===== src/rtl/cnn_pkg.sv =====
// Shared definitions for the custom CNN ALU ops: ALUCtrl codes, sequencer states and
// the accumulator command set.
package cnn_pkg;

    localparam logic [3:0] ALU_ADD     = 4'b0001;
    localparam logic [3:0] ALU_SUB     = 4'b0010;
    localparam logic [3:0] ALU_AND     = 4'b0011;
    localparam logic [3:0] ALU_OR      = 4'b0100;
    localparam logic [3:0] ALU_MUL     = 4'b0110;
    localparam logic [3:0] ALU_RELU    = 4'b0111;
    localparam logic [3:0] ALU_MAXPOOL = 4'b1000;
    localparam logic [3:0] ALU_FC      = 4'b1001;

    typedef enum logic [2:0] {
        IDLE,
        REQ_A,
        WAIT_A,
        REQ_B,
        WAIT_B,
        DONE
    } seq_state_t;

    typedef enum logic [2:0] {
        ACC_HOLD,
        ACC_CLR,
        ACC_LOAD,
        ACC_MAX,
        ACC_MAC
    } acc_op_t;

    function automatic logic is_seq_op(input logic [3:0] op);
        return (op == ALU_MAXPOOL) || (op == ALU_FC);
    endfunction

endpackage


===== src/rtl/cnn_acc_unit.sv =====
// Accumulator for the CNN sequencer: clear, load, running signed max and
// 32x32 multiply-accumulate keeping the low 32 bits.
module cnn_acc_unit
    import cnn_pkg::*;
(
    input  logic               clk_i,
    input  acc_op_t            i_op,
    input  logic signed [31:0] i_word,
    input  logic signed [31:0] i_act,
    output logic signed [31:0] o_acc
);

    logic signed [31:0] r_acc;
    logic signed [31:0] w_prod_lo;

    function automatic logic signed [31:0] max_s(input logic signed [31:0] a,
                                                 input logic signed [31:0] b);
        return (b > a) ? b : a;
    endfunction

    // Low half of the product is identical for signed and unsigned operands.
    assign w_prod_lo = i_act * i_word;

    always_ff @(posedge clk_i) begin
        unique case (i_op)
            ACC_CLR:  r_acc <= '0;
            ACC_LOAD: r_acc <= i_word;
            ACC_MAX:  r_acc <= max_s(r_acc, i_word);
            ACC_MAC:  r_acc <= r_acc + w_prod_lo;
            default:  r_acc <= r_acc;
        endcase
    end

    assign o_acc = r_acc;

endmodule


===== src/rtl/cnn_op_sequencer.sv =====
// Multi-cycle sequencer for the MaxPool / FC custom ops: stalls EX, streams operands from
// data memory over req/gnt/rvalid and returns one 32-bit result for write-back.
module cnn_op_sequencer
    import cnn_pkg::*;
#(
    parameter int unsigned MAX_WIN = 4,
    parameter int unsigned FC_LEN  = 4
) (
    input  logic        clk_i,
    input  logic        rst_i,
    input  logic        start_i,
    input  logic [3:0]  op_i,
    input  logic [31:0] src_a_i,
    input  logic [31:0] src_b_i,
    output logic        stall_o,
    output logic        mem_req_o,
    output logic [31:0] mem_addr_o,
    input  logic        mem_gnt_i,
    input  logic        mem_rvalid_i,
    input  logic [31:0] mem_rdata_i,
    output logic        done_o,
    output logic [31:0] result_o
);

    if (MAX_WIN < 1 || MAX_WIN > 255) begin : g_bad_max_win
        $error("MAX_WIN must be in 1..255");
    end
    if (FC_LEN < 1 || FC_LEN > 255) begin : g_bad_fc_len
        $error("FC_LEN must be in 1..255");
    end

    localparam logic [7:0] MAX_LAST = 8'(MAX_WIN - 1);
    localparam logic [7:0] FC_LAST  = 8'(FC_LEN - 1);

    seq_state_t         r_state;
    seq_state_t         w_next;
    logic [3:0]         r_op;
    logic [7:0]         r_idx;
    logic [31:0]        r_base_a;
    logic [31:0]        r_base_b;
    logic [31:0]        r_result;
    logic signed [31:0] r_act;
    logic signed [31:0] w_acc;
    acc_op_t            w_acc_op;
    logic               w_accept;
    logic               w_advance;
    logic               w_is_fc;
    logic               w_last;
    logic [31:0]        w_offset;

    assign w_is_fc  = (r_op == ALU_FC);
    assign w_last   = (r_idx == (w_is_fc ? FC_LAST : MAX_LAST));
    assign w_offset = {22'd0, r_idx, 2'b00};
    assign w_accept = (r_state == IDLE) && start_i && is_seq_op(op_i);

    always_ff @(posedge clk_i or posedge rst_i) begin
        if (rst_i) begin
            r_state <= IDLE;
        end else begin
            r_state <= w_next;
        end
    end

    always_comb begin
        w_next     = r_state;
        stall_o    = 1'b0;
        mem_req_o  = 1'b0;
        mem_addr_o = '0;
        done_o     = 1'b0;
        w_acc_op   = ACC_HOLD;
        w_advance  = 1'b0;
        unique case (r_state)
            IDLE: begin
                if (w_accept) begin
                    w_next   = REQ_A;
                    w_acc_op = ACC_CLR;
                end
            end
            REQ_A: begin
                stall_o    = 1'b1;
                mem_req_o  = 1'b1;
                mem_addr_o = r_base_a + w_offset;
                if (mem_gnt_i) w_next = WAIT_A;
            end
            WAIT_A: begin
                stall_o = 1'b1;
                if (mem_rvalid_i) begin
                    if (w_is_fc) begin
                        w_next = REQ_B;
                    end else begin
                        // First word of the window seeds the running max.
                        w_acc_op  = (r_idx == 8'd0) ? ACC_LOAD : ACC_MAX;
                        w_next    = w_last ? DONE : REQ_A;
                        w_advance = !w_last;
                    end
                end
            end
            REQ_B: begin
                stall_o    = 1'b1;
                mem_req_o  = 1'b1;
                mem_addr_o = r_base_b + w_offset;
                if (mem_gnt_i) w_next = WAIT_B;
            end
            WAIT_B: begin
                stall_o = 1'b1;
                if (mem_rvalid_i) begin
                    w_acc_op  = ACC_MAC;
                    w_next    = w_last ? DONE : REQ_A;
                    w_advance = !w_last;
                end
            end
            DONE: begin
                done_o = 1'b1;
                w_next = IDLE;
            end
            default: w_next = IDLE;
        endcase
    end

    always_ff @(posedge clk_i or posedge rst_i) begin
        if (rst_i) begin
            r_op     <= '0;
            r_idx    <= '0;
            r_result <= '0;
        end else begin
            if (w_accept) begin
                r_op  <= op_i;
                r_idx <= '0;
            end
            if (w_advance) r_idx <= r_idx + 8'd1;
            if (r_state == DONE) r_result <= w_acc;
        end
    end

    always_ff @(posedge clk_i) begin
        if (w_accept) begin
            r_base_a <= src_a_i;
            r_base_b <= src_b_i;
        end
        if (r_state == WAIT_A && mem_rvalid_i) r_act <= $signed(mem_rdata_i);
    end

    cnn_acc_unit u_acc (
        .clk_i  (clk_i),
        .i_op   (w_acc_op),
        .i_word ($signed(mem_rdata_i)),
        .i_act  (r_act),
        .o_acc  (w_acc)
    );

    // The final value is presented in the DONE cycle itself and held afterwards.
    assign result_o = (r_state == DONE) ? w_acc : r_result;

endmodule

===== config.mk =====
export PLATFORM = sky130hd
export DESIGN_NAME = cnn_op_sequencer
export DESIGN_NICKNAME = d
export VERILOG_FILES = /design/src/rtl/cnn_pkg.sv /design/src/rtl/cnn_acc_unit.sv /design/src/rtl/cnn_op_sequencer.sv
export SDC_FILE = /design/constraint.sdc
export NUM_CORES = 2
export LEC_CHECK = 0
export ABC_AREA = 1
export CELL_PAD_IN_SITES_DETAIL_PLACEMENT = 0
export CELL_PAD_IN_SITES_GLOBAL_PLACEMENT = 1
export CORE_UTILIZATION = 35
export CTS_CLUSTER_DIAMETER = 100
export CTS_CLUSTER_SIZE = 14
export DETAILED_ROUTE_END_ITERATION = 16
export GPL_TIMING_DRIVEN = 0
export HOLD_SLACK_MARGIN = 0.12
export PLACE_DENSITY = 0.61
export SKIP_CTS_REPAIR_TIMING = 1
export SLEW_MARGIN = 20
export SYNTH_ARGS = -nofsm -noshare
export SYNTH_HDL_FRONTEND = slang
export SYNTH_SLANG_ARGS = --single-unit

===== constraint.sdc =====
create_clock -name clk_i -period 15.5 [get_ports clk_i]
set_input_delay 3.875 -clock clk_i [delete_from_list [all_inputs] [get_ports clk_i]]
set_output_delay 3.875 -clock clk_i [all_outputs]
set_load 0.005 [all_outputs]

## Word-level counts from Yosys, hierarchy flattened

Index checks and enable logic that the tools add are counted.
Widths: inputs -> output; s select.

| operators by class | value |
|---|---|
| $add $sub $neg | 4 |
| multiply operators | 1 |
| order comparisons | 1 |
| equality and inequality tests | 19 |
| muxes and demuxes | 27 |
| reduce and logical (&&, ||, !) cells | 13 |

Operator list:

| kind | number |
|---|---|
| $pmux 32 s4 | 1 |
| $add 32x10->32 | 2 |
| $mux 32 | 2 |
| $pmux 32 s2 | 1 |
| $add 32x32->32 | 1 |
| $gt 32x32->1 | 1 |
| $mul 32x32->32 | 1 |
| $mux 3 | 8 |
| $mux 8 | 2 |
| $pmux 3 s5 | 1 |
| $eq 3x2->1 const B | 4 |
| $eq 4x4->1 const B | 3 |
| $ne 2x2->1 const B | 5 |
| $eq 3x3->1 const B | 3 |
| $pmux 3 s3 | 1 |
| $add 8x1->8 const B | 1 |
| $eq 8x2->1 const B | 1 |
| $logic_not 8->1 | 1 |
| $mux 1 | 8 |
| $eq 3x1->1 const B | 2 |
| $reduce_and 5->1 | 1 |
| $mux 2 | 2 |
| $reduce_bool 4->1 | 1 |
| $reduce_or 4->1 | 1 |
| other kinds (9) | 11 |

| storage, ports and cells | value |
|---|---|
| register bits | 175 |
| input bits | 105 |
| output and inout port bits | 67 |
| word-level logic and storage cells | 73 |

## Longest topological paths before layout

| logic depth | value |
|---|---|
| word-level depth | 8 |
| depth in mapped cells | 34 |

## Cells and area by module

From an unflattened synthesis, not the netlist that was laid out.

| second synthesis, totals | value |
|---|---|
| cells, all modules | 3,455 |
| area total of the unflattened synthesis | 27,119.8 µm² |

By module, submodules not included:

| module | times used | cells each | area each (µm²) | sequential area each (µm²) |
|---|---|---|---|---|
| cnn_acc_unit | 1 | 2,775 | 20,597.3 | 960.9 |
| cnn_op_sequencer | 1 | 680 | 6,522.5 | 4,058.9 |

## Worst setup path after synthesis

No wires, ideal clock.

| path | value |
|---|---|
| path type | input port to flip-flop |
| start point | input mem_rdata_i[0] |
| end point | register u_acc.r_acc[28], in the netlist u_acc.o_acc[28] (data pin) |
| setup time | 0.254 ns |
| arrival | 10.030 ns |
| required time | 15.246 ns |
| slack | 5.216 ns |
| stages on the path | 27 |
| buffers on the path | 2 |
| cells stage by stage | clkbuf_1 clkbuf_1 nand2_1 inv_1 fa_1 fa_1 inv_1 fa_1 fa_1 fa_1 fa_1 inv_1 fa_1 inv_1 fa_1 inv_1 ha_1 nand2_1 nor2_1 nor3b_2 nand4_1 nand3_1 a21o_1 a21oi_1 or2_0 nand3_1 nand2_1 |

| on the way | value |
|---|---|
| cells in the longest elaborated chain, start to end | 3 |

Ends and longest elaborated chain:

| element | RTL line | RTL |
|---|---|---|
| start, declared | cnn_op_sequencer.sv:20 | `input logic [31:0] mem_rdata_i,` |
| $mul 32x32->32 | cnn_acc_unit.sv:22 | `assign w_prod_lo = i_act * i_word;` |
| $add 32x32->32 | cnn_acc_unit.sv:29 | `ACC_MAC: r_acc <= r_acc + w_prod_lo;` |
| $pmux 32 s4 | cnn_acc_unit.sv:25 | `unique case (i_op)` |
| end signal, assigned | cnn_acc_unit.sv:27 | `ACC_LOAD: r_acc <= i_word;` |
| end signal, assigned | cnn_acc_unit.sv:29 |  |
| end signal, assigned | cnn_acc_unit.sv:30 | `default: r_acc <= r_acc;` |
| end, declared | cnn_acc_unit.sv:13 | `logic signed [31:0] r_acc;` |

Every way passes these cells.
A chain may end at the register's enable or synchronous reset.

## Worst setup path after layout

| path | value |
|---|---|
| start point | input mem_rdata_i[3] |
| end point | register u_acc.r_acc[28], in the netlist u_acc.o_acc[28] (data pin) |

Same word-level chain as after synthesis.

==> results.txt <==
----------------------------------------------------
[Status]
  Run status ... complete, no violations

[Clocking]
  Number of CTS-inserted buffers ... 17
  Worst-Skew Late Latency ... roughly 0.48 ns
  Sink Count ... 175
  Maximum count of clock buffers along a single path ... 2
  CTS tree ... built
  Clk pin slew, worst setup/hold paths ... about 0.080 ns
  CTS root buf ... sky130_fd_sc_hd__clkbuf_16
  H-Tree Depth ... 4

[Flow run]
  Max capacitance violation total ... 0

[Floorplan]
  Area of the core ... roughly 0.075 sq mm
  Ports placed on the boundary ... around 170
  Count of standard-cell rows ... 100
  Die footprint ... ~0.077 sq mm
  Die width ... about 280 um
  Initial Utilization ... 0.356
  Die boundary height ... 278 um

[Cells and area]
  Area growth syn-to-layout ... 13.7%
  Fraction of layout instances using a drive strength above 1 ... 0.0303
  Final instance area ... between 0.03 and 0.04 sq mm
  Post-layout nets ... about 4300
  Layout filler cell count ... about 7800

[Setup path]
  WP data required ... 15.72 ns
  Reg2Reg Depth ... 27
  Most numerous cell on the critical path ... sky130_fd_sc_hd__fa_1
  CP max-delay cell ... sky130_fd_sc_hd__clkdlybuf4s50_1
  Crit path DAT ... around 13 ns
  Max incr delay on CP ... 1.00 ns
  Crit end category ... flop
  Kind of cell with the highest combined delay on the critical path ... adder cells
  Worst setup slack for register-to-register paths ... 7.09 ns
  Startpoint of the worst register-to-register path ... r_act[7]$_DFFE_PP_
  Buf/Inv on CP ... 8
  Category of the most critical setup path ... in -> reg
  Startpoint type of the worst setup path ... input port
  Destination of the worst register-to-register timing path ... u_acc.o_acc[28]$_DFFE_PP_
  Crit path max fanout ... 10

[Global route]
  Global-route wire length before repair ... around 150000 um
  GRT Residual Overflow ... 0
  Met1 capacity usage during global routing ... 0.345
  Largest net degree at the start of global routing ... 64
  Most utilized layer in the global route result ... met2
  Met2 global-route usage ... 0.436
  Number of antenna violations at the first check in global routing ... 7
  Met3 demand-to-capacity share in global routing ... 0.0414
  Number of global-route vias before repair ... 22650
  GRT Resource Usage Total ... 0.262

[Detailed routing]
  Count of antenna-violating nets left after detailed routing ... 0
  WL/cell ... ~22 um
  DRC violations left ... 0
  Total Routed Length ... 98400 um
  Vias after detailed routing ... 21747
  Initial DRC Count ... 1435
  First-pass iteration count of the detailed router ... 6
  Drt via density ... around 4.8

[Logic synthesis]
  Number of enable-type register cells in the synthesized netlist ... 128
  Most used DFF post-synth ... sky130_fd_sc_hd__edfxtp_1
  Number of register bits inferred by synthesis ... 175
  Post-synth design cell area ... around 0.027 sq mm
  Post-Syn Nets ... 4056
  Average footprint of a synthesized cell ... 8.02 sq um
  Ys Warns ... 0
  Synth cell types ... 53
  Sequential-to-total area share from yosys stat ... 0.189
  Post-synth top area cell ... sky130_fd_sc_hd__fa_1
  Number of cells produced by synthesis ... approximately 3300
  Share of synthesized flip-flops with an asynchronous set or reset ... 0.269
  Cell with the most instances after synthesis ... sky130_fd_sc_hd__inv_1
  Leading cell types by total area after synthesis ... sky130_fd_sc_hd__fa_1 (33%), sky130_fd_sc_hd__edfxtp_1 (14%), sky130_fd_sc_hd__inv_1 (14%)
  Synth top cells by count ... sky130_fd_sc_hd__inv_1 (981), sky130_fd_sc_hd__nand2_1 (903), sky130_fd_sc_hd__fa_1 (439), sky130_fd_sc_hd__ha_1 (193), sky130_fd_sc_hd__edfxtp_1 (128)
  Top-area cell type share of the netlist area ... 0.330

[STA]
  Fmax ... between 0.07 and 0.08 GHz
  Final hold violation count ... 0
  Post-Route Setup TNS ... 0 ns
  Minimum clock period ... around 13 ns
  RSZ-0062 raised after global routing ... no
  Number of max-slew violations in the final report ... 0
  Worst Clk Skew ... 0.0243 ns
  Count of final setup violators ... 0
  Final period utilization ... 0.815
  Slew at the pin with the worst max-slew slack ... ~1.3 ns
  Relative max-transition margin ... 0.166

[Placed design]
  Detail Placement HPWL ... around 80000 um
  Placed Area ... 0.0297 sq mm
  Port Buf Inserts ... 171
  Weighted congestion at the end of routability-driven global placement ... between 0.9 and 1

[Hold path]
  Worst min-delay path endpoint ... r_op[3]$_DFFE_PP0P_
  Hold crit path type ... reg -> reg
  Worst Min Path Start ... r_op[3]$_DFFE_PP0P_
  Worst Hold Path Cells ... 1

----------------------------------------------------
-- worst reg2reg max path: stages (launching register included) --
cell                       delay [ns]
sky130_fd_sc_hd__edfxtp_1        0.44
sky130_fd_sc_hd__clkbuf_1        0.48
sky130_fd_sc_hd__clkbuf_1        0.90
sky130_fd_sc_hd__nand2_1         0.16
sky130_fd_sc_hd__fa_1            0.53
sky130_fd_sc_hd__fa_1            0.43
sky130_fd_sc_hd__inv_1           0.09
sky130_fd_sc_hd__fa_1            0.41
sky130_fd_sc_hd__inv_1           0.08
sky130_fd_sc_hd__fa_1            0.43
sky130_fd_sc_hd__fa_1            0.49
sky130_fd_sc_hd__fa_1            0.54
sky130_fd_sc_hd__inv_1           0.06
sky130_fd_sc_hd__fa_1            0.48
sky130_fd_sc_hd__inv_1           0.05
sky130_fd_sc_hd__fa_1            0.52
sky130_fd_sc_hd__inv_1           0.06
sky130_fd_sc_hd__ha_1            0.38
sky130_fd_sc_hd__nand2_1         0.12
sky130_fd_sc_hd__nor2_1          0.13
sky130_fd_sc_hd__nor3b_2         0.33
sky130_fd_sc_hd__nand4_1         0.16
sky130_fd_sc_hd__nand3_1         0.22
sky130_fd_sc_hd__a21o_1          0.18
sky130_fd_sc_hd__a21oi_1         0.10
sky130_fd_sc_hd__or2_0           0.21
sky130_fd_sc_hd__nand3_1         0.09
sky130_fd_sc_hd__nand2_1         0.07
-- layout make-up --
class | count | area (sq um) | share of cell area
Antenna cell | 4 | 10.0 | 0.000331
Buffer | 127 | 528 | 0.0174
Clock inverter | 11 | 98.8 | 0.00326
Inverter | 990 | 3720 | 0.123
Multi-Input combinational cell | 2027 | 17400 | 0.575
Timing Repair Buffer | 175 | 1810 | 0.0597
Clock buffer | 21 | 483 | 0.0159
Tap cell | 969 | 1210 | 0.0400
Sequential cell | 175 | 5020 | 0.166
-- worst max-delay path by stage --
| stage | startpoint | to | slack [ns] | cells past startpoint |
|---|---|---|---|---|
| 2_1_floorplan | mem_rdata_i[0] | u_acc.o_acc[28]$_DFFE_PP_ | 5.22 | 27 |
| 3_3_place_gp | mem_rdata_i[3] | u_acc.o_acc[28]$_DFFE_PP_ | 2.59 | 28 |
| 3_5_place_dp | mem_rdata_i[3] | u_acc.o_acc[28]$_DFFE_PP_ | 2.50 | 28 |
| 4_1_cts | mem_rdata_i[3] | u_acc.o_acc[28]$_DFFE_PP_ | 2.95 | 28 |
| 5_1_grt | mem_rdata_i[3] | u_acc.o_acc[28]$_DFFE_PP_ | 2.75 | 28 |
| 6_report | mem_rdata_i[3] | u_acc.o_acc[28]$_DFFE_PP_ | 2.87 | 28 |
-- cells in the final DEF (no fill, tap or decap), types with 18 or more instances in the layout --
cell type,instances
sky130_fd_sc_hd__edfxtp_1,128
sky130_fd_sc_hd__nor3_1,21
sky130_fd_sc_hd__clkbuf_16,19
sky130_fd_sc_hd__ha_1,193
sky130_fd_sc_hd__o21ai_0,98
sky130_fd_sc_hd__nand2_1,903
sky130_fd_sc_hd__fa_1,439
sky130_fd_sc_hd__dfrtp_1,47
sky130_fd_sc_hd__nand3_1,84
sky130_fd_sc_hd__clkbuf_1,89
sky130_fd_sc_hd__inv_1,979
sky130_fd_sc_hd__a21oi_1,76
sky130_fd_sc_hd__clkdlybuf4s50_1,171
sky130_fd_sc_hd__nor2_1,66
sky130_fd_sc_hd__xor2_1,18
-- metrics by stage --
step | hold slack (ns) | setup slack [ns] | instances | utilization
3_5_place_dp | 0.459 | 2.50 | 4463 | 0.397
2_1_floorplan | 0.440 | 5.22 | 3319 | -
6_report | 0.484 | 2.87 | 4499 | 0.405
5_1_grt | 0.496 | 2.75 | 4495 | 0.405
4_1_cts | 0.479 | 2.95 | 4495 | 0.405
3_3_place_gp | 0.453 | 2.59 | 4459 | 0.395
-- cells by family after synthesis --
group / after synthesis / synth area share
and+or+nand+nor: 1137 / 0.174
buffers and inverters: 1117 / 0.159
adders and majority gates: 632 / 0.421
AOI/OAI and AO/OA: 227 / 0.0478
DFF: 175 / 0.189
xor gates and xnor gates: 26 / 0.00855
muxes: 5 / 0.00188
-- registers in the layout (all words and copies together), names as in the netlist --
name         cells
r_state          3
r_idx            8
r_op             4
u_acc.o_acc     32
r_base_a        32
r_result        32
r_act           32
r_base_b        32
-- per-layer routing --
metal	vias to the layer above	routed length [um]
li1	10038	-
met1	10873	41400
met2	723	46600
met3	107	6770
met4	6	3590
met5	-	41
Power is left out: the tool's default activity adds up to more than one toggle a clock period on the data nets, which glitch-free logic cannot reach.
